File: src/rtl/adder_and_subtractor_64bit_pkg.sv
// Shared constants for the ripple-carry adder/subtractor.
package adder_and_subtractor_64bit_pkg;
  localparam int   DEFAULT_WIDTH = 64;
  localparam logic MODE_ADD      = 1'b0;
  localparam logic MODE_SUB      = 1'b1;
endpackage

File: src/rtl/adder_and_subtractor_64bit_full_adder.sv
// One ripple stage: gate-level full adder (XOR2/AND2/OR2).
module full_adder_1bit (
  input  logic A,
  input  logic B,
  input  logic Cin,
  output logic Sum,
  output logic Cout
);
  logic p, g, pc;

  assign p    = A ^ B;
  assign g    = A & B;
  assign pc   = p & Cin;
  assign Sum  = p ^ Cin;
  assign Cout = g | pc;
endmodule

File: src/rtl/adder_and_subtractor_64bit.sv
// Registered add/subtract: Cin selects A+B or A-B via B inversion plus carry-in.
module adder_and_subtractor_64bit
  import adder_and_subtractor_64bit_pkg::*;
#(
  parameter int WIDTH = DEFAULT_WIDTH
) (
  input  logic             CLK,
  input  logic             Reset,
  input  logic             En,
  input  logic [WIDTH-1:0] A,
  input  logic [WIDTH-1:0] B,
  input  logic             Cin,
  output logic [WIDTH-1:0] Out,
  output logic             Cout,
  output logic             Ovf
);
  logic [WIDTH-1:0] b_x;
  logic [WIDTH-1:0] sum;
  logic [WIDTH:0]   carry;

  logic [WIDTH-1:0] out_d, out_q;
  logic             cout_d, cout_q;
  logic             ovf_d, ovf_q;

  // Cin doubles as the +1 of the two's-complement negation in subtract mode.
  assign carry[0] = Cin;

  for (genvar i = 0; i < WIDTH; i++) begin : g_bit
    assign b_x[i] = B[i] ^ Cin;
    full_adder_1bit u_fa (
      .A    (A[i]),
      .B    (b_x[i]),
      .Cin  (carry[i]),
      .Sum  (sum[i]),
      .Cout (carry[i+1])
    );
  end

  always_comb begin
    out_d  = out_q;
    cout_d = cout_q;
    ovf_d  = ovf_q;
    if (En) begin
      out_d  = sum;
      cout_d = carry[WIDTH];
      ovf_d  = carry[WIDTH] ^ carry[WIDTH-1];
    end
  end

  always_ff @(posedge CLK) begin
    if (!Reset) begin
      out_q  <= '0;
      cout_q <= 1'b0;
      ovf_q  <= 1'b0;
    end else begin
      out_q  <= out_d;
      cout_q <= cout_d;
      ovf_q  <= ovf_d;
    end
  end

  assign Out  = out_q;
  assign Cout = cout_q;
  assign Ovf  = ovf_q;
endmodule

File: config.mk
export PLATFORM = sky130hd
export DESIGN_NAME = adder_and_subtractor_64bit
export DESIGN_NICKNAME = d
export VERILOG_FILES = /design/src/rtl/adder_and_subtractor_64bit_pkg.sv /design/src/rtl/adder_and_subtractor_64bit_full_adder.sv /design/src/rtl/adder_and_subtractor_64bit.sv
export SDC_FILE = /design/constraint.sdc
export NUM_CORES = 1
export LEC_CHECK = 0
export CAP_MARGIN = 5
export CORE_ASPECT_RATIO = 1.75
export CORE_UTILIZATION = 39
export DETAILED_ROUTE_END_ITERATION = 8
export GPL_TIMING_DRIVEN = 0
export PLACE_DENSITY = 0.78
export SETUP_SLACK_MARGIN = 0.1
export SLEW_MARGIN = 5
export SYNTH_ARGS = -nofsm -noshare
export SYNTH_HDL_FRONTEND = slang
export SYNTH_SLANG_ARGS = --single-unit
File: constraint.sdc
create_clock -name CLK -period 35.3 [get_ports CLK]
set_clock_uncertainty 0.2 [all_clocks]
set_input_delay 7.06 -clock CLK [delete_from_list [all_inputs] [get_ports CLK]]
set_output_delay 7.06 -clock CLK [all_outputs]
set_load 0.005 [all_outputs]
==> results.toml, run 1 <==
[placed_design]
hpwlAfterDp_mm = 10.5
placedCellCount = 746
gp_congestion = 0.852
portBuffers = 195

[timing]
setup-tns-final_ns = 0
worstMarginPinSlew_ns = 0.464
finalSetupViolCount = 0
post-route-min-period_ns = 34.29
drv_slew = 0
finalHoldViolCount = 0
max_slew_margin_pct = 69.1
clock.fmax_mhz = 29.2
fin_crit_sh_pct = 97.1
grt_setup_unrepaired = "no"

[cts]
cts_max_path_buffers = 2
cts_sinks = 66
htree_levels = 3
cts_made_buffers = 9
cts_setup_buffers = 0
cts_tree = "done"
path_clk_slew_ns = 0.06
clockRootBuffer = "clkbuf_16"
clkLatencyLatePin_ns = 0.33

[synth]
syn_nets = 614
synth-seq-cells = 66
ys_types = 17
synth_seq_area_share_pct = 29.4
syn_avg_cell_area_um2 = 10.7
synthCells = 419
netlist_area_mm2 = 0.00450
ys_warn_count = 0

[die]
io_pins = 198
die_h_um = 144
die_w_um = 83.2
dieArea_mm2 = 0.0120
rows = 51
core_area_mm2 = 0.0112
initial_core_util_pct = 40.3

[finish]
antenna_cells = 0
fin_nets = 820
regArea_mm2 = 0.00132
layout_common_cells = "195 x clkdlybuf4s50_1, 66 x dfxtp_1, 63 x inv_1, 63 x xnor2_1, 63 x nand2_1"
fin_cells = 762
drive_gt1_share_pct = 9.52
area_delta_synth_final_pct = 56.2
multi_input_comb_area_mm2 = 0.00280
fillers = 901
final_common_cell = "clkdlybuf4s50_1"

[routing]
routed_wl_mm = 13.0
detail-route-antenna-nets = 0
route.detailed.drc = 0
drt_iter0_markers = 63
vias_per_cell = 4.81
wl_per_cell_um = 17.1
first_pass_iters = 4
vias = 3667

[critical_path]
cp_slowest_cell = "clkdlybuf4s50_1"
criticalPathCategory = "input port to flip-flop"
cp.required_ns = 35.32
cp-start-kind = "input port"
crit_top_cell = "fa_1"
reg2reg_slack_ns = 34.46
worst_setup_path_end_kind = "flip-flop"
arrival_ns = 34.31
path_max_fanout = 2
max_stage_delay_ns = 0.51

[global_route]
grt_max_degree = 12
grt_use_total_pct = 22.1
antenna_found_initial = 0
overflow = 0
grt_pass1_vias = 4113
grt_pass1_wl_mm = 20.3

[pwr]
total_power_uw = 292
powerDensity_mw_per_mm2 = 41.5
ir_drop_uv = 25.2
leakage_nw = 3.29

[min_path]
min_path_type = "flip-flop to flip-flop"

[outcome]
status = "finished clean"

[job]
drv_cap = 0
-- worst paths after layout --
check | cells after the start | startpoint | end
max | 68 | B[0] | Out[63]$_SDFFE_PN0P_
min | 1 | Out[17]$_SDFFE_PN0P_ | Out[17]$_SDFFE_PN0P_
max reg2reg | 1 | Out[31]$_SDFFE_PN0P_ | Out[31]$_SDFFE_PN0P_
min reg2reg | 1 | Out[17]$_SDFFE_PN0P_ | Out[17]$_SDFFE_PN0P_
-- logic make-up after synthesis --
logic type	share of synthesized area, %
compound gates	14.1
xor+xnor	12.6
fa+ha+maj	28.0
buf+inv	9.48
flops	29.4
mux	0.667
simple gates	5.70
-- worst max-delay path, delay by kind of cell --
| kind | cells | cell delay [ns] |
|---|---|---|
| fa+ha+maj | 63 | 26.31 |
| buf+inv | 2 | 0.60 |
| mux | 2 | 0.26 |
| simple gates | 1 | 0.06 |
-- metal layers --
layer	wire length, um	share of wire, %	track usage [%]	vias up
met5	0	0	0	-
met3	610	4.7	3.88	24
met2	7390	57	42.2	127
met4	398	3.1	10.4	0
met1	4640	36	23.3	1794
li1	-	-	-	1722
-- report_power, final --
| group | switching (mW) | internal [mW] |
|---|---|---|
| Clock | 0.0324 | 0.0729 |
| Sequential | 0.00517 | 0.0837 |
| Combinational | 0.0404 | 0.0575 |
-- cell usage after synthesis (all sizes together) --
cell | number | area [um2]
a21oi | 1 | 5.00
buf | 25 | 179
clkbuf | 3 | 11.3
dfxtp | 66 | 1320
fa | 63 | 1260
inv | 63 | 236
mux2i | 3 | 30.0
nand2 | 63 | 236
nand3b | 1 | 7.51
nor2b | 2 | 12.5
o211a | 62 | 621
o21ai | 2 | 10.0
xnor2 | 63 | 552
xor2 | 2 | 17.5
-- flip-flops by register name, indices dropped and copies added (netlist names) --
register and flops:
Ovf 1, Cout 1, Out 64
-- layout make-up --
cell class,instances,area share (%)
multi-input cells,262,39.9
well taps,132,2.35
clock inverters,4,1.39
plain buffers,28,2.85
inverters,63,3.36
flip-flops and latches,66,18.8
clock buffers,12,3.65
repair buffers,195,27.8
-- through the flow --
stage	util [%]	setup WS, ns	instance area (um2)	hold WS (ns)
final	63.0	1.01	7030	0.280
after global routing	63.0	0.147	7030	0.293
after CTS	62.7	0.134	7000	0.281
after detailed placement	59.3	-0.791	6620	0.267
after global placement	59.3	-0.531	6620	0.260
after floorplan	-	0.754	4500	0.265
-- timing repair --
item,in CTS,in global routing
setup endpoints to repair,4,4
gates resized for setup,11,12
hold buffers,0,0
No activity file was read; power rests on OpenSTA's default activity.
==> run 2, diff against run 1 <==
--- a/config.mk
+++ b/config.mk
@@ -7,11 +7,12 @@
 export LEC_CHECK = 0
 export CAP_MARGIN = 5
 export CORE_ASPECT_RATIO = 1.75
-export CORE_UTILIZATION = 39
+export CORE_UTILIZATION = 35
 export DETAILED_ROUTE_END_ITERATION = 8
 export GPL_TIMING_DRIVEN = 0
-export PLACE_DENSITY = 0.78
+export PLACE_DENSITY = 0.71
 export SETUP_SLACK_MARGIN = 0.1
+export SKIP_LAST_GASP = 1
 export SLEW_MARGIN = 5
 export SYNTH_ARGS = -nofsm -noshare
 export SYNTH_HDL_FRONTEND = slang
==> results.toml, run 2 (synthesized netlist as in run 1, its figures left out) <==
[outcome]
status = "finished clean"

[die]
initial_core_util_pct = 36.0
die_w_um = 87.7
die_h_um = 152
io_pins = 198
core_area_mm2 = 0.0125
rows = 54
dieArea_mm2 = 0.0133

[timing]
post-route-min-period_ns = 34.22
max_slew_margin_pct = 69.1
clock.fmax_mhz = 29.2
finalSetupViolCount = 0
drv_slew = 0
grt_setup_unrepaired = "no"
setup-tns-final_ns = 0
finalHoldViolCount = 0
worstMarginPinSlew_ns = 0.463
fin_crit_sh_pct = 96.9

[finish]
drive_gt1_share_pct = 9.52
fin_nets = 820
layout_common_cells = "195 x clkdlybuf4s50_1, 66 x dfxtp_1, 63 x inv_1, 63 x xnor2_1, 63 x nand2_1"
area_delta_synth_final_pct = 56.5
final_common_cell = "clkdlybuf4s50_1"
antenna_cells = 0
fillers = 1066
fin_cells = 798
largest_register_ffs = 64

[placed_design]
hpwlAfterDp_mm = 10.6
gp_congestion = 0.848
portBuffers = 195
placedCellCount = 782

[global_route]
grt_max_degree = 12
antenna_found_initial = 0
grt_use_total_pct = 20.6
overflow = 0
grt_pass1_wl_mm = 20.3
grt_pass1_vias = 4162

[critical_path]
cp_slowest_cell = "clkdlybuf4s50_1"
worst_setup_path_end_kind = "flip-flop"
rr_worst_depth = 1
path_buf_inv = 2
reg2reg_slack_ns = 34.46
critical_path_depth = 68
rr_endpoint = "Out[53]$_SDFFE_PN0P_"
cp-start-kind = "input port"
cp.required_ns = 35.32
path_max_fanout = 2
arrival_ns = 34.24
timing.rr.start = "Out[53]$_SDFFE_PN0P_"
max_stage_delay_ns = 0.51
criticalPathCategory = "input port to flip-flop"
critical-path-top-delay-family = "adder cells"
crit_top_cell = "fa_1"

[cts]
clkLatencyLatePin_ns = 0.33
cts_max_path_buffers = 2
htree_levels = 3
cts_setup_buffers = 0
cts_hold_buf = 0
cts_tree = "done"
cts_sinks = 66
cts_made_buffers = 9
path_clk_slew_ns = 0.06
clockRootBuffer = "clkbuf_16"

[routing]
detail-route-antenna-nets = 0
routed_wl_mm = 12.9
first_pass_iters = 4
drt_iter0_markers = 114
wl_per_cell_um = 16.2
vias_per_cell = 4.55
route.detailed.drc = 0
vias = 3634

[pwr]
leakage_nw = 3.28
powerDensity_mw_per_mm2 = 40.1
ir_drop_uv = 22.2

[min_path]
min_path_type = "flip-flop to flip-flop"
min_from = "Out[18]$_SDFFE_PN0P_"
hold_depth = 1
hold_end = "Out[18]$_SDFFE_PN0P_"

[job]
drv_cap = 0
## run 2: cell types whose count changed in the layout (fill, tap and decap cells not counted)
cell	change
clkinv_2	+2
bufinv_16	-1
clkbuf_8	-1
## run 2: area by class of cell
class	instances	area, um2	area share (%)
Multi-Input combinational cell	262	2800	39.8
Timing Repair Buffer	195	1950	27.7
Sequential cell	66	1320	18.8
Clock buffer	11	243	3.45
Inverter	63	236	3.36
Tap cell	168	210	2.98
Buffer	28	200	2.84
Clock inverter	5	77.6	1.10
## run 2: stage by stage
stage	power [mW]	utilization (%)	worst slack (ns)	area [um2]	hold WS, ns
after global placement	0.184	53.3	-0.603	6660	0.261
after floorplan	0.139	-	0.754	4500	0.265
after global routing	0.299	56.3	0.140	7040	0.294
after CTS	0.285	56.1	0.124	7010	0.278
after detailed placement	0.187	53.3	-0.822	6660	0.265
final	0.282	56.3	1.08	7040	0.274
## run 2: where the power goes
| part | internal [mW] | switching [mW] |
|---|---|---|
| clock network | 0.0635 | 0.0328 |
| logic | 0.0574 | 0.0398 |
| registers | 0.0837 | 0.00505 |
| total | 0.205 | 0.0777 |
## run 2: worst max path at each step
stage                     startpoint                    to  slack (ns)
final                           B[0]  Out[63]$_SDFFE_PN0P_        1.08
after global routing            B[0]  Out[63]$_SDFFE_PN0P_        0.14
after CTS                       B[0]  Out[63]$_SDFFE_PN0P_        0.12
after detailed placement         Cin  Out[63]$_SDFFE_PN0P_       -0.82
after global placement           Cin  Out[63]$_SDFFE_PN0P_       -0.60
after floorplan                  Cin  Out[63]$_SDFFE_PN0P_        0.75
## run 2: routing by layer
| layer | global-route usage, % | vias to the layer above | routed length, um |
|---|---|---|---|
| li1 | - | 1723 | - |
| met4 | 8.90 | 0 | 340 |
| met1 | 19.7 | 1776 | 4490 |
| met5 | 0 | - | 0 |
| met3 | 3.75 | 19 | 611 |
| met2 | 40.6 | 116 | 7490 |
## run 2: what timing repair did
action,4_1_cts,5_1_grt
pin swaps,0,0
hold endpoints to repair,0,0
setup endpoints to repair,4,4
resized for setup,11,12
==> run 3, diff against run 2 <==
--- a/config.mk
+++ b/config.mk
@@ -13,7 +13,7 @@
 export PLACE_DENSITY = 0.71
 export SETUP_SLACK_MARGIN = 0.1
 export SKIP_LAST_GASP = 1
-export SLEW_MARGIN = 5
+export SLEW_MARGIN = 40
 export SYNTH_ARGS = -nofsm -noshare
 export SYNTH_HDL_FRONTEND = slang
 export SYNTH_SLANG_ARGS = --single-unit
==> results of run 3 <==
No change in the layout: final DEF, timing and power equal those of run 2.
